**src/rtl/nibble_serial_subtractor.sv**
```systemverilog
// Nibble-serial subtractor: Diff = inA - inB - Bin, one 4-bit nibble per cycle, LSB first.
// Borrow ripples between nibbles through a register. Results hold until the next completion.
module nibble_serial_subtractor #(
   parameter int WIDTH = 16
) (
   input  logic             clk,
   input  logic             rst_n,
   input  logic             start,
   input  logic [WIDTH-1:0] inA,
   input  logic [WIDTH-1:0] inB,
   input  logic             Bin,
   output logic             busy,
   output logic             done,
   output logic [WIDTH-1:0] Diff,
   output logic             Bout,
   output logic             Zero,
   output logic             Ofl,
   output logic [1:0]       o_dbg_state
);

   localparam int NIB   = WIDTH / 4;
   localparam int CNT_W = (NIB > 1) ? $clog2(NIB) : 1;

   typedef enum logic [1:0] {
      S_IDLE = 2'd0,
      S_RUN  = 2'd1,
      S_DONE = 2'd2
   } state_t;

   state_t             r_state;
   state_t             w_next_state;
   logic [WIDTH-1:0]   r_a;
   logic [WIDTH-1:0]   r_b;
   logic [WIDTH-1:0]   r_work;
   logic [CNT_W-1:0]   r_cnt;
   logic               r_brw;
   logic               w_accept;
   logic               w_last;
   logic [3:0]         w_a_nib;
   logic [3:0]         w_b_nib;
   logic [4:0]         w_sub;
   logic [WIDTH-1:0]   w_work_next;

   // A request is only honoured when no operation is in flight.
   assign w_accept = start && ((r_state == S_IDLE) || (r_state == S_DONE));
   assign w_last   = (r_cnt == CNT_W'(NIB - 1));

   always_ff @(posedge clk) begin
      if (!rst_n) begin
         r_state <= S_IDLE;
      end else begin
         r_state <= w_next_state;
      end
   end

   always_comb begin
      w_next_state = r_state;
      case (r_state)
         S_IDLE:  if (start) w_next_state = S_RUN;
         S_RUN:   if (w_last) w_next_state = S_DONE;
         S_DONE:  w_next_state = start ? S_RUN : S_IDLE;
         default: w_next_state = S_IDLE;
      endcase
   end

   always_comb begin
      busy        = (r_state == S_RUN);
      done        = (r_state == S_DONE);
      o_dbg_state = r_state;
   end

   // Nibble select and 5-bit borrow-aware subtract; bit 4 is the borrow out.
   always_comb begin
      w_a_nib     = '0;
      w_b_nib     = '0;
      for (int i = 0; i < NIB; i++) begin
         if (r_cnt == CNT_W'(i)) begin
            w_a_nib = r_a[4*i +: 4];
            w_b_nib = r_b[4*i +: 4];
         end
      end
      w_sub       = {1'b0, w_a_nib} - {1'b0, w_b_nib} - {4'b0000, r_brw};
      w_work_next = r_work;
      for (int i = 0; i < NIB; i++) begin
         if (r_cnt == CNT_W'(i)) begin
            w_work_next[4*i +: 4] = w_sub[3:0];
         end
      end
   end

   always_ff @(posedge clk) begin
      if (!rst_n) begin
         r_a    <= '0;
         r_b    <= '0;
         r_work <= '0;
         r_cnt  <= '0;
         r_brw  <= 1'b0;
         Diff   <= '0;
         Bout   <= 1'b0;
         Zero   <= 1'b0;
         Ofl    <= 1'b0;
      end else if (w_accept) begin
         r_a   <= inA;
         r_b   <= inB;
         r_cnt <= '0;
         r_brw <= Bin;
      end else if (r_state == S_RUN) begin
         r_work <= w_work_next;
         r_brw  <= w_sub[4];
         r_cnt  <= r_cnt + CNT_W'(1);
         if (w_last) begin
            Diff <= w_work_next;
            Bout <= w_sub[4];
            Zero <= (w_work_next == '0);
            Ofl  <= (r_a[WIDTH-1] != r_b[WIDTH-1]) && (w_work_next[WIDTH-1] != r_a[WIDTH-1]);
         end
      end
   end

endmodule

```
**config.mk**
```make
export PLATFORM = sky130hd
export DESIGN_NAME = nibble_serial_subtractor
export DESIGN_NICKNAME = d
export VERILOG_FILES = /design/src/rtl/nibble_serial_subtractor.sv
export SDC_FILE = /design/constraint.sdc
export NUM_CORES = 1
export LEC_CHECK = 0
export BUFFER_PORTS_ARGS = -buffer_cell sky130_fd_sc_hd__buf_2
export CAP_MARGIN = 20
export CORE_MARGIN = 3
export CORE_UTILIZATION = 41
export CTS_BUF_LIST = sky130_fd_sc_hd__clkbuf_8
export CTS_CLUSTER_SIZE = 8
export DETAILED_ROUTE_END_ITERATION = 10
export SKIP_CTS_REPAIR_TIMING = 1
export SLEW_MARGIN = 20
export SYNTH_ARGS = -nofsm -noshare
export SYNTH_HDL_FRONTEND = slang
export SYNTH_SLANG_ARGS = --single-unit
```
**constraint.sdc**
```tcl
create_clock -name clk -period 4.65 [get_ports clk]
set_input_delay 1.395 -clock clk [delete_from_list [all_inputs] [get_ports clk]]
set_output_delay 1.395 -clock clk [all_outputs]
set_load 0.02 [all_outputs]
```
Word-level counts from Yosys, hierarchy flattened
Cells that the tools add are included.

word-level totals
  register bits after elaboration = 72
  bits in latches = 0
  memory bits (writable) = 0
  ROM bits = 0
  input bits = 36
  output and inout port bits = 23
  word-level logic and storage cells = 53
  memories kept = 0

cells by class
  $add $sub $neg = 3
  $mul = 0
  divide/modulo/power cells = 0
  order comparisons = 0
  equal/unequal tests = 9
  shift operators = 0
  mux-type cells = 18
  bitwise gates (word level) = 2
  reductions and logical operators = 11

operator list
  kind                                                    count
  2-to-1 mux 4 bit                                        12
  logical NOT 16 bit                                      1
  equality test 2 bit (second input constant)             3
  case mux 2 bit (3 select lines)                         1
  subtractor 4 x 4 -> 5 bit                               1
  subtractor 5 x 1 -> 5 bit                               1
  equality test 2 x 1 -> 1 bit (second input constant)    2
  logical NOT 2 bit                                       2
  2-to-1 mux 2 bit                                        2
  AND reduction 2 bit                                     2
  2-to-1 mux 1 bit                                        3
  AND reduction 3 bit                                     1
  adder 2 x 1 -> 2 bit (second input constant)            1
  logical AND 1 bit                                       2
  inequality test 1 bit                                   2
  inequality test 2 x 1 -> 1 bit (second input constant)  1
  inequality test 2 bit (second input constant)           1
  inverter 1 bit                                          2
  nonzero test 2 bit                                      1
  OR reduction 2 bit                                      1
  logical OR 1 bit                                        1

Longest topological paths before layout
  depth after elaboration = 10
  mapped depth = 17
  gate-level depth less buffers = 15

Worst setup path before layout
Ideal clock, no wire load.

  kind = register -> register
  start = reg r_cnt[0]
  end = reg Zero
  library setup time = 0.058 ns
  data arrival time = 3.305 ns
  required time = 4.592 ns
  path slack = 1.286 ns
  stages on the path, launching flop included = 15
  path buffers = 2
  period minus slack after synthesis = 3.364 ns
  path through = dfxtp_1 inv_1 ha_1 clkbuf_2 buf_1 nand3b_1 a21oi_1 a21oi_1 o21ai_0 fa_1 fa_1 xnor2_1 or4_1 a211oi_1 o21a_1

between the ends
  longest elaborated chain between the ends = 9
  elaborated cells on any way between the ends = 20
  those cells by class = 2 x add/sub; 3 x eq/ne; 12 x mux; 3 x reduce/logical

ends and longest elaborated chain
  element                        RTL line  source
  start, declared                35        logic [CNT_W-1:0] r_cnt;
  start signal, assigned         110       r_cnt <= r_cnt + CNT_W'(1);
  logical NOT 2 bit              77, 85
  2-to-1 mux 4 bit (4 in a row)  77        if (r_cnt == CNT_W'(i)) begin
  subtractor 4 x 4 -> 5 bit      82        w_sub = {1'b0, w_a_nib} - {1'b0, w_b_nib} - {4'b0000, r_brw};
  subtractor 5 x 1 -> 5 bit      82
  2-to-1 mux 4 bit               85        if (r_cnt == CNT_W'(i)) begin
  logical NOT 16 bit             114       Zero <= (w_work_next == '0);
  end signal, assigned           114
  end, declared                  16        output logic Zero,

Several ways; a longest one is shown, not always the timed one.
A chain may end at the register's enable or synchronous reset.

Worst setup path in the final report
Ends and elaborated chain as after synthesis.

==> implementation parameters <==
Parameter                              Value

Synthesis
  Flops & latches, synth ... 68
  Number of instances in the synthesized netlist ... 398
  Distinct cell type count after synthesis ... 41
  Number of enable flip-flop cells after synthesis ... 0
  Async SR Flop Fraction ... 0%
  Share of synthesized area occupied by flip-flops and latches ... 42.07%
  Yosys synthesis warning count ... 0
  Commonest register cell after synthesis ... sky130_fd_sc_hd__dfxtp_1
  Net count after synthesis ... 444
  Mapped Avg Cell Area ... 8.130 sq um
  Post-Syn Area ... 3236 sq um

Placement
  Port-buffer cells ... 58
  Detailed Place HPWL ... 5010 um
  Final RePlAce weighted congestion ... 0.8053
  Placed insts ... 525

Die
  Cell Rows ... 31
  DIE WIDTH ... 94.84 um
  Full die area ... 8994 sq um
  Effective utilization at floorplan ... 43.45%
  Number of placed I/O pins ... 59
  Die Y ... 94.84 um
  Area of the placeable core ... 7447 sq um

Power and ir drop
  Static Leakage ... 1.615 nW
  Part of the total power dissipated in sequential elements ... 45.1%
  Total power divided by cell area ... 367.0 nW/um^2
  Internal power component ... 1.030 mW
  Share of power burned in combinational logic ... 14.3%
  Clock network power share ... 40.5%
  Largest voltage drop on the vdd net ... 0.1649 mV
  Switching share of power ... 25.60%
  Switching power total ... 0.3545 mW

Detailed routing
  Via/cell ratio ... 5.055
  WL/cell ... 13.50 um
  WL final ... 7303 um
  Total number of vias ... 2,735
  M1 wire length ... 3730 um
  Length of routed met2 wiring ... 2962 um
  Drt pass-1 iters ... 4
  Number of DRC markers after the initial detailed-route iteration ... 89
  Routed wire length on met3 ... 446 um
  Number of routed nets with antenna violations ... 0
  Top Layer Used ... met4
  Count of unresolved DRC violations after routing ... 0

Clocking
  Htree depth ... 3
  Clock buffer depth ... 2
  Clock transition at the registers of the reported paths ... 0.07 ns
  Cell chosen for the clock root ... sky130_fd_sc_hd__clkbuf_8
  Clock latency reported for the late side of the worst-skew pair ... 0.34 ns
  Clock tree from TritonCTS ... done
  Number of buffers inserted during clock tree synthesis ... 9
  Clock sink count ... 68

Hold path
  Class of the most critical hold timing path ... reg -> reg

Worst setup path
  Most frequent CP cell ... sky130_fd_sc_hd__a21oi_1
  WS Path Type ... reg -> reg
  Data arrival time of the critical path ... 4.11 ns
  Slowest cell delay on critical path ... 0.63 ns
  Cell at the slowest stage of the critical path ... sky130_fd_sc_hd__ha_1
  CP max FO ... 17
  Category of cells accounting for the largest share of critical-path delay ... adder cells
  Worst path bufs/invs ... 1
  Cell chain of the critical path ... inv_1 -> ha_1 -> nand3b_1 -> a21oi_1 -> a21oi_1 -> nor2_1 -> a21oi_1 -> fa_1 -> fa_1 -> xnor2_1 -> or4_1 -> a211oi_1 -> o21a_1
  Required time reported for the critical path endpoint ... 4.94 ns
  Startpoint type of the worst setup path ... flip-flop
  Critical Path End Type ... flip-flop

STA
  Unrepaired setup endpoints after global routing ... false
  Final worst path period need ... 3.825 ns
  Slew at the pin closest to its max-slew limit ... 0.9809 ns
  Setup TNS ... 0 ns
  Share of the clock period used by the worst path after layout ... 82.26%
  Final hold violation count ... 0
  Rel. slew slack ... 34.61%
  Peak clock frequency supported by timing ... 0.2614 GHz
  Max Transition Viols Final ... 0
  Final-report setup violation count ... 0
  Setup clock skew after layout ... 0.006875 ns

Cells and area
  Proportion of layout cells with a drive suffix above 1 ... 18.33%
  Antenna fix cells ... 0
  Count of placed standard cells in the final layout, fillers left out ... 541
  Number of nets in the layout ... 483
  Layout overhead on the synthesized area ... 16.59%

Outcome
  Run status ... completed

Global routing
  Initial antenna violation count ... 0
  Largest net degree at the start of global routing ... 68
  Global Route Usage Sum ... 17.40%
  Via count of the first global-routing pass ... 2,528
  Remaining global-route overflow ... 0
  Global-route wire length before repair ... 12,070 um

Job
  Max-cap violations ... 0
==> per-stage QoR <==
stage               utilization, %  total power [mW]  hold WS [ns]  worst slack (ns)  cell area (sq um)
floorplan                        -            0.7785        0.4435             1.286               3236
global placement             47.50            0.8313        0.4449             1.040               3537
detailed placement           47.50            0.8367        0.4538            0.8638               3537
CTS                          50.66             1.401        0.4653            0.8508               3772
global route                 50.66             1.457        0.4907            0.5157               3772
finish                       50.66             1.385        0.4617            0.8250               3772
==> cells in the final DEF, fill, tap and decap left out, types with 2 or more instances in the layout <==
cell                        count
sky130_fd_sc_hd__o21ai_0       10
sky130_fd_sc_hd__o211a_1        9
sky130_fd_sc_hd__nand2b_1       6
sky130_fd_sc_hd__nand2_1      109
sky130_fd_sc_hd__clkinv_2       2
sky130_fd_sc_hd__nand3b_1       8
sky130_fd_sc_hd__nor4_1         2
sky130_fd_sc_hd__clkbuf_8      12
sky130_fd_sc_hd__a31oi_1        5
sky130_fd_sc_hd__a21oi_1       25
sky130_fd_sc_hd__bufinv_16      2
sky130_fd_sc_hd__xnor2_1        2
sky130_fd_sc_hd__nor2b_1        8
sky130_fd_sc_hd__fa_1           2
sky130_fd_sc_hd__and2_1         7
sky130_fd_sc_hd__buf_2         58
sky130_fd_sc_hd__buf_4          3
sky130_fd_sc_hd__dfxtp_1       68
sky130_fd_sc_hd__nand3_1        4
sky130_fd_sc_hd__o211ai_1       7
sky130_fd_sc_hd__ha_1           8
sky130_fd_sc_hd__nor2_1        12
sky130_fd_sc_hd__mux2i_1        6
sky130_fd_sc_hd__inv_1          8
sky130_fd_sc_hd__a21boi_0      43
==> final timing paths <==
kind,start,endpoint,slack (ns),depth (start not counted)
setup / recovery,r_cnt[0],Zero,0.82,13
hold / removal,Diff[5],Diff[5],0.46,2
setup reg to reg,r_cnt[0],Zero,0.82,13
hold reg to reg,Diff[5],Diff[5],0.46,2
==> registers in the layout, summed over array words and instances, names as in the netlist, 2 cells and up <==
| register | count |
|---|---|
| Diff | 16 |
| o_dbg_state | 2 |
| r_a | 16 |
| r_b | 16 |
| r_cnt | 2 |
| r_work | 12 |
==> synth_stat cells, types with 2 or more instances <==
cell type	instances	share of area, %
sky130_fd_sc_hd__nor2b_1	9	1.7
sky130_fd_sc_hd__a31oi_1	5	0.97
sky130_fd_sc_hd__inv_1	8	0.93
sky130_fd_sc_hd__mux2i_1	6	1.9
sky130_fd_sc_hd__nand3b_1	8	1.9
sky130_fd_sc_hd__o211a_1	9	2.8
sky130_fd_sc_hd__nor2_1	12	1.4
sky130_fd_sc_hd__nand2_1	109	13
sky130_fd_sc_hd__a21boi_0	43	10
sky130_fd_sc_hd__clkbuf_1	28	3.2
sky130_fd_sc_hd__nand3_1	4	0.62
sky130_fd_sc_hd__a21oi_1	25	3.9
sky130_fd_sc_hd__and2_1	7	1.4
sky130_fd_sc_hd__fa_1	2	1.2
sky130_fd_sc_hd__dfxtp_1	68	42
sky130_fd_sc_hd__o211ai_1	7	1.6
sky130_fd_sc_hd__nor4_1	2	0.39
sky130_fd_sc_hd__xnor2_1	2	0.54
sky130_fd_sc_hd__ha_1	8	3.1
sky130_fd_sc_hd__o21ai_0	10	1.5
sky130_fd_sc_hd__nand2b_1	6	1.2
==> worst min-delay path, stage by stage, from the launching register on <==
cell and delay [ns]:
sky130_fd_sc_hd__dfxtp_1 0.31, sky130_fd_sc_hd__nand2_1 0.05, sky130_fd_sc_hd__a21boi_0 0.06
==> cells by family after synthesis <==
family | count (synthesis) | synth area share (%)
adders and majority gates | 10 | 4.331
xor gates and xnor gates | 2 | 0.5415
buffers and inverters | 42 | 5.297
DFF | 68 | 42.07
AOI/OAI and AO/OA | 108 | 23.09
and+or+nand+nor | 162 | 22.82
muxes | 6 | 1.856
==> power groups by stage <==
stage          Combinational [mW]  Sequential [mW]  Clock, mW
6_report                    0.199            0.625      0.561
5_1_grt                     0.227            0.627      0.602
3_5_place_dp                0.199            0.638          0
4_1_cts                     0.200            0.625      0.577
2_1_floorplan               0.146            0.633          0
3_3_place_gp                0.193            0.638          0
==> layout make-up <==
class                      instances  area [sq um]
clock inverter                     4         70.07
fill                             773          3675
inverter                           9         33.78
timing repair buffer              61         312.8
tap                               99         123.9
clock buffer                      12         165.2
multi-input combinational        288          1705
sequential                        68          1361
==> routing by layer <==
layer	track usage, %	vias up
met5	0	-
met4	8.534	0
met3	3.904	13
met2	24.54	73
met1	24.82	1240
li1	-	1409
Power figures use the tool's default switching activity.
